File: src/rtl/serial_add_pkg.sv
// Shared types for the bit-serial adder controller.
// FSM state encoding and default operand width.
package serial_add_pkg;

  localparam int DEFAULT_WIDTH = 8;

  typedef enum logic [1:0] {
    IDLE = 2'd0,
    RUN  = 2'd1,
    DONE = 2'd2
  } serial_add_state_t;

endpackage

File: src/rtl/full_adder.sv
// Single-bit full adder shared by the serial datapath.
// Pure combinational: sum and carry-out of a, b, cin.
module full_adder (
  input  logic a,
  input  logic b,
  input  logic cin,
  output logic sum,
  output logic cout
);

  logic p;

  assign p    = a ^ b;
  assign sum  = p ^ cin;
  assign cout = (a & b) | (cin & p);

endmodule

File: src/rtl/serial_add_ctrl.sv
// Bit-serial adder controller: one full adder stepped LSB first,
// one bit per clock, with valid/ready operand and result handshakes.
module serial_add_ctrl
  import serial_add_pkg::*;
#(
  parameter int WIDTH = DEFAULT_WIDTH
) (
  input  logic             clk,
  input  logic             rst_n,
  input  logic             start_valid,
  output logic             start_ready,
  input  logic [WIDTH-1:0] a_in,
  input  logic [WIDTH-1:0] b_in,
  input  logic             cin_in,
  output logic             result_valid,
  input  logic             result_ready,
  output logic [WIDTH-1:0] sum_out,
  output logic             cout_out,
  output logic             busy
);

  localparam int CW = (WIDTH > 1) ? $clog2(WIDTH) : 1;
  localparam logic [CW-1:0] LAST = CW'(WIDTH - 1);

  serial_add_state_t state;

  logic [WIDTH-1:0] a_sr;
  logic [WIDTH-1:0] b_sr;
  logic [WIDTH-1:0] s_sr;
  logic [CW-1:0]    cnt;
  logic             carry;
  logic             cout_q;
  logic             fa_sum;
  logic             fa_cout;
  logic             last;

  full_adder u_fa (
    .a    (a_sr[0]),
    .b    (b_sr[0]),
    .cin  (carry),
    .sum  (fa_sum),
    .cout (fa_cout)
  );

  assign last = (cnt == LAST);

  always_ff @(posedge clk or negedge rst_n) begin
    if (!rst_n) begin
      state  <= IDLE;
      a_sr   <= '0;
      b_sr   <= '0;
      s_sr   <= '0;
      cnt    <= '0;
      carry  <= 1'b0;
      cout_q <= 1'b0;
    end else begin
      unique case (state)
        IDLE: begin
          if (start_valid) begin
            a_sr  <= a_in;
            b_sr  <= b_in;
            carry <= cin_in;
            cnt   <= '0;
            state <= RUN;
          end
        end
        RUN: begin
          // sum bits enter at the MSB so the LSB lands at bit 0 last
          s_sr  <= {fa_sum, s_sr[WIDTH-1:1]};
          a_sr  <= {1'b0, a_sr[WIDTH-1:1]};
          b_sr  <= {1'b0, b_sr[WIDTH-1:1]};
          carry <= fa_cout;
          if (last) begin
            cout_q <= fa_cout;
            state  <= DONE;
          end else begin
            cnt <= cnt + 1'b1;
          end
        end
        DONE: begin
          if (result_ready) begin
            state <= IDLE;
          end
        end
        default: state <= IDLE;
      endcase
    end
  end

  assign start_ready  = (state == IDLE);
  assign result_valid = (state == DONE);
  assign busy         = (state != IDLE);
  assign sum_out      = s_sr;
  assign cout_out     = cout_q;

endmodule

File: config.mk
export PLATFORM = sky130hd
export DESIGN_NAME = serial_add_ctrl
export DESIGN_NICKNAME = d
export VERILOG_FILES = /design/src/rtl/serial_add_pkg.sv /design/src/rtl/full_adder.sv /design/src/rtl/serial_add_ctrl.sv
export SDC_FILE = /design/constraint.sdc
export NUM_CORES = 1
export LEC_CHECK = 0
export CORE_ASPECT_RATIO = 1.1
export CORE_MARGIN = 2
export CORE_UTILIZATION = 48
export CTS_BUF_LIST = sky130_fd_sc_hd__clkbuf_4
export DETAILED_ROUTE_END_ITERATION = 10
export HOLD_SLACK_MARGIN = 0.03
export PLACE_DENSITY_LB_ADDON = 0.12
export SLEW_MARGIN = 20
export SYNTH_ARGS = -nofsm -noshare
export SYNTH_HDL_FRONTEND = slang
export SYNTH_SLANG_ARGS = --single-unit
File: constraint.sdc
create_clock -name clk -period 2.65 [get_ports clk]
set_input_delay 0.53 -clock clk [delete_from_list [all_inputs] [get_ports clk]]
set_output_delay 0.53 -clock clk [all_outputs]
set_load 0.05 [all_outputs]
### After elaboration in Yosys (flattened, before gate mapping)

Index checks and enable logic that the tools add are counted.

* flip-flop bits (word level): 31
* latch bits: 0
* memory bits (writable): 0
* ROM bits: 0
* output and inout port bits: 12
* word-level logic and storage cells: 40
* memories kept: 0

* add/sub/neg operators: 1
* multipliers: 0
* div/mod/pow operators: 0
* $lt $le $gt $ge: 0
* equal/unequal tests: 7
* shift operators: 0
* mux-type cells: 13
* bitwise logic cells: 5
* reduce and logical (&&, ||, !) cells: 7

Operators by type and width (number)
* $pmux W8 S2: 2
* $mux W8: 2
* $mux W2: 3
* $mux W3: 2
* $ne A2 B2 Y1 const B: 3
* $pmux W2 S3: 1
* $pmux W3 S2: 1
* $reduce_and A3 Y1: 2
* $reduce_and A2 Y1: 2
* $reduce_bool A2 Y1: 2
* $add A3 B1 Y3 const B: 1
* $eq A3 B3 Y1 const B: 1
* $and A1 B1 Y1: 2
* $eq A2 B1 Y1 const B: 1
* $eq A2 B2 Y1 const B: 1
* $logic_not A2 Y1: 1
* $ne A2 B1 Y1 const B: 1
* $pmux W1 S2: 1
* $xor A1 B1 Y1: 2
* $mux W1: 1
* $or A1 B1 Y1: 1

### Depth between registers and ports, before layout

* word-level depth: 4
* depth in mapped cells: 5

### By module

From an unflattened synthesis, not the netlist that was laid out.

* cells, all modules: 148
* area, all modules: 1488.9 µm²

Modules (own cells, without submodules)
* serial_add_ctrl: times used 1, cells each 147, area each 1468.9 µm², seq. area each 775.7 µm²
* full_adder: times used 1, cells each 1, area each 20.0 µm², seq. area each 0.0 µm²

### Worst setup path before layout

OpenSTA, ideal clock, no wires.

* kind: reg-to-output
* start: reg state[0]
* end: out busy
* arrival: 1.757 ns
* setup slack: 0.363 ns
* stages on the path, launching flop included: 4
* cells stage by stage: dfrtp_1 buf_2 nor2_1 inv_1

* longest elaborated chain between the ends: 1

Ends and longest elaborated chain
* from (decl): RTL line serial_add_ctrl.sv:25 `serial_add_state_t state;`
* from (signal assigned): RTL line serial_add_ctrl.sv:49 `state <= IDLE;`
* from (signal assigned): RTL line serial_add_ctrl.sv:64 `state <= RUN;`
* from (signal assigned): RTL line serial_add_ctrl.sv:75 `state <= DONE;`
* $reduce_bool A2 Y1: RTL line serial_add_ctrl.sv:92 `assign busy = (state != IDLE);`
* to (decl): RTL line serial_add_ctrl.sv:19 `output logic busy`

Every way passes these cells.

### Final worst setup path

* start: reg state[1]
* end: out start_ready

* longest elaborated chain between the ends: 1

Ends and longest elaborated chain
* $logic_not A2 Y1: RTL line serial_add_ctrl.sv:90 `assign start_ready = (state == IDLE);`
* to (decl): RTL line serial_add_ctrl.sv:11 `output logic start_ready,`

Every way passes these cells.

==> metrics <==
critical path startpoint state[1]; Total GRT Usage 20.39%; Multi-input gate area 573.1 um^2; total wire length 3151 um; EDFF count, synth 0; Syn Nets 167; Max-Cap Viols 0; syn_area_per_cell 9.983 um^2; cell row count 20; Min-Delay Path Class register to register; RSZ-0062 raised after global routing no; post-DR wirelength/cell 15.00 um; run status finished clean; CP Data Required Time 2.12 ns; Final Cycle Share 95.33%; die span in y 61.20 um; Yosys top cell by area dfrtp_1; flops & latches, synth 31; Synth Cell Area 0.001428 mm^2; post-layout min period 2.526 ns; hold worst-path end sum_out[0]; initial DRC count 43; Longest Clk Path Bufs 2; vias per inst 5.824; die area 0.003427 mm^2; final setup vio count 0; peak supply drop 816.5 uV; DP Area 0.001752 mm^2; Hold Slack 0.4813 ns; port buffer count 32; clk sinks 31; Root Driver clkbuf_4; Worst-Margin Slew 0.5129 ns; Hold Fails Final Rpt 0; initial antenna violation count 0; I/O pins 33; CP Max Fanout 12; Max Slew Vio Count 0; Post-synth ARST share 100.0%; critical path arrival 2.00 ns; CTS HTree Levels 2; number of diodes 0; Ys Warns 0; Pre-antenna DRT Iters 4; setup TNS 0 ns; CP endpoint kind output pin; Reg clk slew, reported paths 0.10 ns; Main synth FF type dfrtp_1; first-pass GRT wire length 5175 um; DRC errors left 0; Final WS setup 0.1237 ns; # fillers 245; largest net degree at the start of global routing 32; Core Footprint 0.002803 mm^2; Synth Instances 143; grt ovf 0; Final HPWL DP 2107 um; total leakage power 0.7876 nW; CTS tree built; clk_lat worst skew 0.33 ns; worst hold stages 2; min-delay src sum_out[0]; Nets 200; Worst slew margin 65.70%; Post-Place Setup Slack 0.4723 ns; Area Overhead vs Synth 26.91%; worst flop-to-flop path startpoint state[1]; total number of vias 1223; antenna-violating nets left 0; distinct cell type count after synthesis 23; share of layout cells above drive strength 1 9.605%; top post-synthesis cells by area dfrtp_1 54%, o22ai_1 11%, nand2_1 7.4%; number of global-route vias before repair 1210; critical path class register to output pin; die width 56 um; sequential fraction of the synthesis area 54.34%; Setup crit start kind register; share of the synthesized area in the top cell type 54.34%; Placer Congestion 0.8122; Worst R2R Path Depth 3; R2R setup slack 1.11 ns; FF-to-FF End b_sr[0]; overall power 2.230 mW; Peak Freq 395.8 MHz; FF+latch area 775.7 um^2; pwr/cell area 1231 mW/mm^2; Initial Utilization 50.94%; Fin Clk Skew 0.01039 ns; CTS buffer count 5; design area 0.001812 mm^2
where the power goes:
part / leakage (nW) / total (mW) / switching (mW) / internal, mW
Combinational: 0.382 / 1.10 / 0.676 / 0.421
Clock: 0.0361 / 0.283 / 0.160 / 0.124
Sequential: 0.369 / 0.849 / 0.162 / 0.687
state kept, by name (all words and copies together), names as in the netlist:
name      count
cout_out      1
carry         1
b_sr          8
sum_out       8
a_sr          8
cnt           3
state         2
per-stage QoR:
step,util (%),instances
floorplan,-,143
global placement,62.50,202
detailed placement,62.50,202
CTS,64.55,210
global route,64.64,210
finish,64.64,210
critical path, stage by stage, from the launching register on:
cell	delay, ns
dfrtp_1	0.51
nor2_1	0.28
clkdlybuf4s50_1	0.87
what timing repair did:
item | 4_1_cts | 5_1_grt
hold buffers | 0 | 0
buffers inserted | 0 | 0
resized for setup | 0 | 1
setup endpoints to repair | 0 | 1
synth_stat cells, drive strengths merged (3+ instances only):
master / n
nor2: 5
nand2: 28
o2bb2ai: 3
buf: 10
inv: 3
o22ai: 26
o21ai: 5
a21oi: 15
dfrtp: 31
nand2b: 3
per-layer routing:
layer,track usage (%),vias to the layer above,routed length (um)
met4,12.59,0,72
li1,-,593,-
met2,35.63,48,1578
met3,6.303,8,203
met5,0,-,0
met1,22.25,574,1296
layout make-up:
class / instances / area share [%]
Sequential cell: 31 / 42.82
Multi-Input combinational cell: 99 / 31.63
Timing Repair Buffer: 36 / 19.48
Clock buffer: 7 / 2.901
Tap cell: 33 / 2.279
Inverter: 3 / 0.6215
Clock inverter: 1 / 0.2762
how the worst max path moves through the flow:
stage	end	slack, ns
2_1_floorplan	busy	0.36
3_3_place_gp	result_valid	0.48
3_5_place_dp	result_valid	0.47
4_1_cts	result_valid	0.08
5_1_grt	start_ready	0.02
6_report	start_ready	0.12
layout by cell type (no fill, tap or decap), types with 2 or more instances in the layout:
cell	synthesis	layout
nor2b_1	2	2
o22ai_1	26	26
o2bb2ai_1	3	3
o221a_2	2	2
nand2_1	28	28
clkdlybuf4s50_1	0	31
inv_2	2	2
nor2_1	5	5
a22oi_1	2	2
o21ai_0	5	5
nand2b_1	2	2
clkbuf_4	0	7
nand3b_1	2	2
dfrtp_1	31	31
ha_1	2	2
a21oi_1	15	15
buf_4	2	4
cell families (layout without fill, tap and decap cells):
group	after synthesis	after routing	synth area share, %
compound gates	54	54	23.40
fa+ha+maj	3	3	3.155
buf+inv	13	47	5.521
flops	31	31	54.34
mux	1	1	0.7887
simple gates	41	41	12.79
Power figures use the tool's default switching activity.
